===== src/rtl/mailbox_pkg.sv =====
// Shared defaults and helpers for the mailbox register file.
package mailbox_pkg;

   localparam int unsigned DefDataW = 32;
   localparam int unsigned DefAddrW = 4;
   localparam int unsigned NBYTES   = DefDataW / 8;

   // Expands one byte strobe into the bit mask applied to that byte lane.
   function automatic logic [7:0] byte_mask(input logic strb);
      return {8{strb}};
   endfunction

endpackage


===== src/rtl/mailbox_regfile_if.sv =====
// Request/response bundle between the AHB slave datapath and the mailbox register file.
interface mailbox_regfile_if
   import mailbox_pkg::*;
#(
   parameter int unsigned DATA_W = DefDataW,
   parameter int unsigned ADDR_W = DefAddrW
);
   localparam int unsigned NEnt = 2**ADDR_W;

   logic                  Clear;
   logic                  Wr_En;
   logic [ADDR_W-1:0]     Wr_Addr;
   logic [DATA_W-1:0]     Wr_Data;
   logic [DATA_W/8-1:0]   Wr_Strb;
   logic                  Rd_En;
   logic [ADDR_W-1:0]     Rd_Addr;
   logic                  Wr_Ack;
   logic                  Wr_Err;
   logic                  Rd_Valid;
   logic [DATA_W-1:0]     Rd_Data;
   logic                  Rd_Err;
   logic [NEnt-1:0]       Full_Map;
   logic [ADDR_W:0]       Occupancy;
   logic                  All_Full;
   logic                  All_Empty;
   logic                  Par_Err;

   modport master (
      output Clear, Wr_En, Wr_Addr, Wr_Data, Wr_Strb, Rd_En, Rd_Addr,
      input  Wr_Ack, Wr_Err, Rd_Valid, Rd_Data, Rd_Err, Full_Map, Occupancy,
             All_Full, All_Empty, Par_Err
   );

   modport slave (
      input  Clear, Wr_En, Wr_Addr, Wr_Data, Wr_Strb, Rd_En, Rd_Addr,
      output Wr_Ack, Wr_Err, Rd_Valid, Rd_Data, Rd_Err, Full_Map, Occupancy,
             All_Full, All_Empty, Par_Err
   );

endinterface


===== src/rtl/mailbox_parity.sv =====
// Combinational per-byte even-parity generator; only built when MAILBOX_PARITY_EN is defined.
`ifdef MAILBOX_PARITY_EN
module mailbox_parity
   import mailbox_pkg::*;
#(
   parameter int unsigned DATA_W = DefDataW
) (
   input  logic [DATA_W-1:0]   data_i,
   output logic [DATA_W/8-1:0] par_o
);

   always_comb begin
      par_o = '0;
      for (int unsigned b = 0; b < DATA_W / 8; b++) begin
         par_o[b] = ^data_i[8*b +: 8];
      end
   end

endmodule
`endif


===== src/rtl/mailbox_regfile.sv =====
// Mailbox register file: per-entry full flags, registered ack/error responses, occupancy status.
// MAILBOX_PARITY_EN adds per-byte parity storage and read-side checking with a sticky Par_Err.
module mailbox_regfile
   import mailbox_pkg::*;
#(
   parameter int unsigned DATA_W = DefDataW,
   parameter int unsigned ADDR_W = DefAddrW
) (
   input  logic               CLK,
   input  logic               RST,
   mailbox_regfile_if.slave   bus
);

   localparam int unsigned   NEnt   = 2**ADDR_W;
   localparam int unsigned   NBytes = DATA_W / 8;
   localparam logic [ADDR_W:0] OccMax = (ADDR_W+1)'(NEnt);

   logic [DATA_W-1:0] mem_q [NEnt];
   logic [DATA_W-1:0] mem_d [NEnt];
   logic [NEnt-1:0]   full_q, full_d;
   logic [ADDR_W:0]   occ_q, occ_d;
   logic              wr_ack_q, wr_ack_d, wr_err_q, wr_err_d;
   logic              rd_valid_q, rd_valid_d, rd_err_q, rd_err_d;
   logic [DATA_W-1:0] rd_data_q, rd_data_d;
   logic              all_full_q, all_full_d, all_empty_q, all_empty_d;

   logic [DATA_W-1:0] wr_mask, wr_word;
   logic              rd_hit, rd_ok, wr_ok, par_bad;

   always_comb begin
      wr_mask = '0;
      for (int unsigned b = 0; b < NBytes; b++) begin
         wr_mask[8*b +: 8] = byte_mask(bus.Wr_Strb[b]);
      end
   end
   assign wr_word = bus.Wr_Data & wr_mask;

`ifdef MAILBOX_PARITY_EN
   logic [NBytes-1:0] par_q [NEnt];
   logic [NBytes-1:0] par_d [NEnt];
   logic [NBytes-1:0] wr_par, rd_par;
   logic              par_err_q, par_err_d;

   mailbox_parity #(.DATA_W(DATA_W)) u_wr_par (.data_i(wr_word), .par_o(wr_par));
   mailbox_parity #(.DATA_W(DATA_W)) u_rd_par (.data_i(mem_q[bus.Rd_Addr]), .par_o(rd_par));

   assign par_bad = rd_hit && (rd_par != par_q[bus.Rd_Addr]);

   always_comb begin
      par_d = par_q;
      if (wr_ok) par_d[bus.Wr_Addr] = wr_par;
      par_err_d = bus.Clear ? 1'b0 : (par_err_q | par_bad);
   end

   always_ff @(posedge CLK or negedge RST) begin
      if (!RST) begin
         for (int i = 0; i < int'(NEnt); i++) par_q[i] <= '0;
         par_err_q <= 1'b0;
      end else begin
         par_q     <= par_d;
         par_err_q <= par_err_d;
      end
   end

   assign bus.Par_Err = par_err_q;
`else
   assign par_bad     = 1'b0;
   assign bus.Par_Err = 1'b0;
`endif

   always_comb begin
      // A read of a full entry frees it this cycle, so a same-address write may refill it.
      rd_hit = bus.Rd_En && !bus.Clear && full_q[bus.Rd_Addr];
      rd_ok  = rd_hit && !par_bad;
      wr_ok  = bus.Wr_En && !bus.Clear &&
               (!full_q[bus.Wr_Addr] || (rd_hit && (bus.Rd_Addr == bus.Wr_Addr)));

      mem_d  = mem_q;
      full_d = full_q;
      if (bus.Clear) begin
         full_d = '0;
         occ_d  = '0;
      end else begin
         if (rd_hit) full_d[bus.Rd_Addr] = 1'b0;
         if (wr_ok) begin
            full_d[bus.Wr_Addr] = 1'b1;
            mem_d[bus.Wr_Addr]  = wr_word;
         end
         occ_d = occ_q + {{ADDR_W{1'b0}}, wr_ok} - {{ADDR_W{1'b0}}, rd_hit};
      end

      wr_ack_d    = wr_ok;
      wr_err_d    = bus.Wr_En && !wr_ok;
      rd_valid_d  = rd_ok;
      rd_err_d    = bus.Rd_En && !rd_ok;
      rd_data_d   = rd_ok ? mem_q[bus.Rd_Addr] : '0;
      all_full_d  = (occ_d == OccMax);
      all_empty_d = (occ_d == '0);
   end

   always_ff @(posedge CLK or negedge RST) begin
      if (!RST) begin
         for (int i = 0; i < int'(NEnt); i++) mem_q[i] <= '0;
         full_q      <= '0;
         occ_q       <= '0;
         wr_ack_q    <= 1'b0;
         wr_err_q    <= 1'b0;
         rd_valid_q  <= 1'b0;
         rd_err_q    <= 1'b0;
         rd_data_q   <= '0;
         all_full_q  <= 1'b0;
         all_empty_q <= 1'b1;
      end else begin
         mem_q       <= mem_d;
         full_q      <= full_d;
         occ_q       <= occ_d;
         wr_ack_q    <= wr_ack_d;
         wr_err_q    <= wr_err_d;
         rd_valid_q  <= rd_valid_d;
         rd_err_q    <= rd_err_d;
         rd_data_q   <= rd_data_d;
         all_full_q  <= all_full_d;
         all_empty_q <= all_empty_d;
      end
   end

   assign bus.Wr_Ack    = wr_ack_q;
   assign bus.Wr_Err    = wr_err_q;
   assign bus.Rd_Valid  = rd_valid_q;
   assign bus.Rd_Data   = rd_data_q;
   assign bus.Rd_Err    = rd_err_q;
   assign bus.Full_Map  = full_q;
   assign bus.Occupancy = occ_q;
   assign bus.All_Full  = all_full_q;
   assign bus.All_Empty = all_empty_q;

endmodule


===== src/flat_wrapper.sv =====
// flat-port wrapper written by rule: the top's interface ports become plain ports
module mailbox_regfile_flat import mailbox_pkg::*;
#(
   parameter int unsigned DATA_W = DefDataW,
   parameter int unsigned ADDR_W = DefAddrW
)
  (CLK, RST, bus_Clear, bus_Wr_En, bus_Wr_Addr, bus_Wr_Data, bus_Wr_Strb, bus_Rd_En, bus_Rd_Addr, bus_Wr_Ack, bus_Wr_Err, bus_Rd_Valid, bus_Rd_Data, bus_Rd_Err, bus_Full_Map, bus_Occupancy, bus_All_Full, bus_All_Empty, bus_Par_Err);
  mailbox_regfile_if #(.DATA_W(DATA_W), .ADDR_W(ADDR_W)) bus_i ();
  input  logic CLK;
  input  logic RST;
  input wire logic [$bits(bus_i.Clear)-1:0] bus_Clear;
  input wire logic [$bits(bus_i.Wr_En)-1:0] bus_Wr_En;
  input wire logic [$bits(bus_i.Wr_Addr)-1:0] bus_Wr_Addr;
  input wire logic [$bits(bus_i.Wr_Data)-1:0] bus_Wr_Data;
  input wire logic [$bits(bus_i.Wr_Strb)-1:0] bus_Wr_Strb;
  input wire logic [$bits(bus_i.Rd_En)-1:0] bus_Rd_En;
  input wire logic [$bits(bus_i.Rd_Addr)-1:0] bus_Rd_Addr;
  output wire logic [$bits(bus_i.Wr_Ack)-1:0] bus_Wr_Ack;
  output wire logic [$bits(bus_i.Wr_Err)-1:0] bus_Wr_Err;
  output wire logic [$bits(bus_i.Rd_Valid)-1:0] bus_Rd_Valid;
  output wire logic [$bits(bus_i.Rd_Data)-1:0] bus_Rd_Data;
  output wire logic [$bits(bus_i.Rd_Err)-1:0] bus_Rd_Err;
  output wire logic [$bits(bus_i.Full_Map)-1:0] bus_Full_Map;
  output wire logic [$bits(bus_i.Occupancy)-1:0] bus_Occupancy;
  output wire logic [$bits(bus_i.All_Full)-1:0] bus_All_Full;
  output wire logic [$bits(bus_i.All_Empty)-1:0] bus_All_Empty;
  output wire logic [$bits(bus_i.Par_Err)-1:0] bus_Par_Err;
  assign bus_i.Clear = bus_Clear;
  assign bus_i.Wr_En = bus_Wr_En;
  assign bus_i.Wr_Addr = bus_Wr_Addr;
  assign bus_i.Wr_Data = bus_Wr_Data;
  assign bus_i.Wr_Strb = bus_Wr_Strb;
  assign bus_i.Rd_En = bus_Rd_En;
  assign bus_i.Rd_Addr = bus_Rd_Addr;
  assign bus_Wr_Ack = bus_i.Wr_Ack;
  assign bus_Wr_Err = bus_i.Wr_Err;
  assign bus_Rd_Valid = bus_i.Rd_Valid;
  assign bus_Rd_Data = bus_i.Rd_Data;
  assign bus_Rd_Err = bus_i.Rd_Err;
  assign bus_Full_Map = bus_i.Full_Map;
  assign bus_Occupancy = bus_i.Occupancy;
  assign bus_All_Full = bus_i.All_Full;
  assign bus_All_Empty = bus_i.All_Empty;
  assign bus_Par_Err = bus_i.Par_Err;
  mailbox_regfile #(.DATA_W(DATA_W), .ADDR_W(ADDR_W)) u_core (.CLK(CLK), .RST(RST), .bus(bus_i));
endmodule

===== config.mk =====
export PLATFORM = sky130hd
export DESIGN_NAME = mailbox_regfile_flat
export DESIGN_NICKNAME = d
export VERILOG_FILES = /design/src/rtl/mailbox_pkg.sv /design/src/rtl/mailbox_regfile_if.sv /design/src/rtl/mailbox_parity.sv /design/src/rtl/mailbox_regfile.sv /design/src/flat_wrapper.sv
export SDC_FILE = /design/constraint.sdc
export NUM_CORES = 1
export LEC_CHECK = 0
export CAP_MARGIN = 20
export CORE_UTILIZATION = 57
export CTS_BUF_LIST = sky130_fd_sc_hd__clkbuf_8
export DETAILED_ROUTE_END_ITERATION = 6
export HOLD_SLACK_MARGIN = 0.02
export PLACE_DENSITY = 0.79
export SLEW_MARGIN = 20
export SYNTH_ARGS = -nofsm -noshare
export SYNTH_HDL_FRONTEND = slang
export SYNTH_SLANG_ARGS = --single-unit

===== constraint.sdc =====
create_clock -name CLK -period 3.45 [get_ports CLK]
set_input_delay 0.69 -clock CLK [delete_from_list [all_inputs] [get_ports CLK]]
set_output_delay 0.69 -clock CLK [all_outputs]
set_load 0.05 [all_outputs]

==> metrics <==
outcome completed; CP Max Fanout 4; Worst EP arrival 3730 ps; leakage 13.5 nW; Tightest Hold Check Type input port to asynchronous set/reset pin; #FFs+latches synth 571; pin count of the biggest net entering global routing 108; DR iter-0 viols 2189; # setup viols final 0; CP required 4040 ps; final hold violations 0; VDD IR-drop max 311 uV; dpl ws -355 ps; slew margin rel. 24.6%; # DRC 0; DP HPWL 43.2 mm; DR vias 19800; Layout area overhead 16.5%; cell count after synthesis 2238; Die Wd 215 um; die area 0.0462 mm^2; Antenna diodes 0; I/O Buffers 107; DR pass1 iterations 7; Post-CTS Setup Inserts 0; final period utilization 91.0%; final slew viol count 0; Avg Cell Area, Syn 11.5 um^2; clk slew on worst S/H paths 60 ps; all-layer global routing usage 32.6%; # clock sinks 571; Core Area 0.0444 mm^2; synthesized cell area 0.0258 mm^2; num rows 77; syn nets 2293; die height 215 um; Final ANT Viol Nets 0; share of cells above drive strength 1 19.9%; IO Count 109; multi-input gate area in the final layout 0.0106 mm^2; RSZ-0062 raised after global routing false; Longest Clk Path Bufs 3; vias in the first global route 20800; root buf cell clkbuf_8; Worst path max stage delay 520 ps; CTS buffer count 92; fill count 3106; WL per Instance 24.5 um; WHS 36.0 ps; Tmin final 3140 ps; Critical-path top delay cell fa_2; Final WS setup 311 ps; CTS H-tree depth 3; CP Class input port to flop; Post-layout nets 2389; starting density of the core 58.2%; CTS resizes 0; Clock Latency Late Sink 680 ps; MaxCap Viol Count 0; ys async rst share 100%; ys flop type dfrtp_1; initial antenna violation count 1; first-pass GRT wire length 117 mm; Post-Route WL 73.4 mm; sequential share of the synthesized area 55.3%; measured slew at the worst slew-check pin 1130 ps; Max Freq 319 MHz; crit path launch type input port; Synth Warn # 0; Post-synth EDFFs 0; post-synth cell types 52; sequential cell area 0.0143 mm^2; cts hold-fix bufs 0; pwr/cell area 540 mW/mm^2; CTS tree built; Final GP Congestion 0.879; GRT overflow 0; element type at the critical path end flop; routed vias/inst 6.58; Worst Skew 35.1 ps; total negative slack 0 ps; Final Util 67.7%; worst-path cell chain clkdlybuf4s50_1 > buf_4 > mux4_2 > mux2_4 > nand2_1 > o21ai_1 > o21a_4 > nor2_4 > ha_2 > inv_2 > fa_2 > nor2_2 > nor4_1 > nor2b_1
## per-layer routing
metal / track usage (%) / up-vias / share of wire (%)
met5: 0 / - / 0
met4: 14.5 / 0 / 3.8
met3: 7.30 / 229 / 9.5
met2: 52.6 / 1268 / 49
met1: 42.7 / 9995 / 38
li1: - / 8274 / -
## placed cells by master, fill, tap and decap left out, drive strengths merged, types with 2 or more instances in the layout
cell and count:
and2 3, inv 77, and3 5, o31ai 128
clkbuf 119, nor2b 36, xor2 3, o21ai 136
o22ai 225, nand2 561, clkdlybuf4s50 102, nor3b 3
clkinv 16, o21a 2, nor4 3, nor2 17
xnor2 4, nand3 12, o311ai 6, dfrtp 570
a21oi 16, mux2 2, or4 2, a311o 3
buf 121, nand2b 6, clkinvlp 4, nor3 5
ha 5, mux2i 37, a21o 3, mux4 167
## cell usage after synthesis (2+ instances only)
master	instances	share of area (%)
mux4_2	167	15
mux2_2	2	0.087
buf_4	14	0.41
dfrtp_1	570	55
o311ai_2	4	0.25
nand2_1	561	8.2
xnor2_1	4	0.14
mux2i_1	37	1.4
nand2b_1	6	0.15
xor2_1	3	0.10
nor3b_2	2	0.097
o21a_1	2	0.058
nor4_1	2	0.048
a21o_1	3	0.087
clkbuf_1	142	2.1
a21oi_4	8	0.50
a311o_1	3	0.12
and3_1	5	0.12
o21ai_0	134	2.6
buf_1	13	0.19
and2_1	3	0.073
a21oi_2	5	0.17
nand3_1	12	0.23
nor2b_1	36	0.87
inv_1	47	0.68
nor2_2	2	0.048
buf_2	49	0.95
ha_1	5	0.24
nor3_1	4	0.077
nor2_1	15	0.22
a21oi_1	3	0.058
or4_1	2	0.058
o22ai_1	225	5.4
buf_6	3	0.13
o31ai_1	128	3.7
## per-stage QoR
| step | cells | instance area, um^2 | total power [mW] |
|---|---|---|---|
| 2_1_floorplan | 2238 | 26000 | 9.57 |
| 3_3_place_gp | 2829 | 28100 | 10.2 |
| 3_5_place_dp | 2829 | 28100 | 10.4 |
| 4_1_cts | 2999 | 30000 | 16.3 |
| 5_1_grt | 3002 | 30100 | 16.9 |
| 6_report | 3002 | 30100 | 16.3 |
## power by group
| part | internal (mW) | total, mW | leakage [nW] | switching (mW) |
|---|---|---|---|---|
| Sequential | 7.51 | 7.96 | 7.63 | 0.450 |
| Combinational | 1.12 | 2.37 | 4.76 | 1.25 |
| Clock | 3.17 | 5.93 | 1.09 | 2.76 |
## worst max-delay path, delay by kind of cell
kind | cells | cell delay (ps)
buffers and inverters | 3 | 660
adder cells (fa/ha/maj) | 2 | 710
AND/OR/NAND/NOR | 5 | 660
multiplexers | 2 | 790
AO/OA/AOI/OAI | 2 | 200
## registers in the layout, indices dropped and copies added, names as in the netlist
register / cells
u_core.bus.All_Empty: 1
u_core.bus.All_Full: 1
u_core.mem_q: 512
u_core.bus.Wr_Ack: 1
u_core.bus.Rd_Data: 32
u_core.bus.Full_Map: 16
u_core.bus.Rd_Valid: 1
u_core.bus.Occupancy: 5
u_core.bus.Rd_Err: 1
u_core.bus.Wr_Err: 1
## layout make-up
class / count / area share [%]
Inverter: 47 / 0.586
Multi-Input combinational cell: 1399 / 35.3
Clock inverter: 51 / 0.865
Sequential cell: 571 / 47.5
Clock buffer: 119 / 5.44
Timing Repair Buffer: 223 / 7.82
Tap cell: 592 / 2.46
## logic make-up (layout without fill, tap and decap cells)
family | after synthesis | after routing | share of synthesized area (%)
buffers and inverters | 268 | 440 | 4.42
muxes | 206 | 206 | 16.1
adders and majority gates | 6 | 6 | 0.320
other | 1 | 1 | 0.0145
xor gates and xnor gates | 7 | 7 | 0.237
and+or+nand+nor | 655 | 655 | 10.3
DFF | 571 | 571 | 55.3
AOI/OAI and AO/OA | 524 | 524 | 13.3
## path summary, 6_finish.rpt
kind / cells past startpoint / slack, ps / from / to
worst min-delay path: 1 / 40 / RST / u_core.bus.Full_Map[8]
worst min register to register: 2 / 470 / u_core.mem_q[438] / u_core.mem_q[438]
worst max-delay path: 14 / 310 / bus_Wr_Addr[0] / u_core.bus.All_Empty
worst max register to register: 15 / 350 / u_core.bus.Full_Map[15] / u_core.bus.All_Empty
max in group asynchronous: 2 / 2350 / RST / u_core.mem_q[370]
min in group CLK: 2 / 470 / u_core.mem_q[438] / u_core.mem_q[438]
Note: power is estimated with default switching activity, not from simulation.
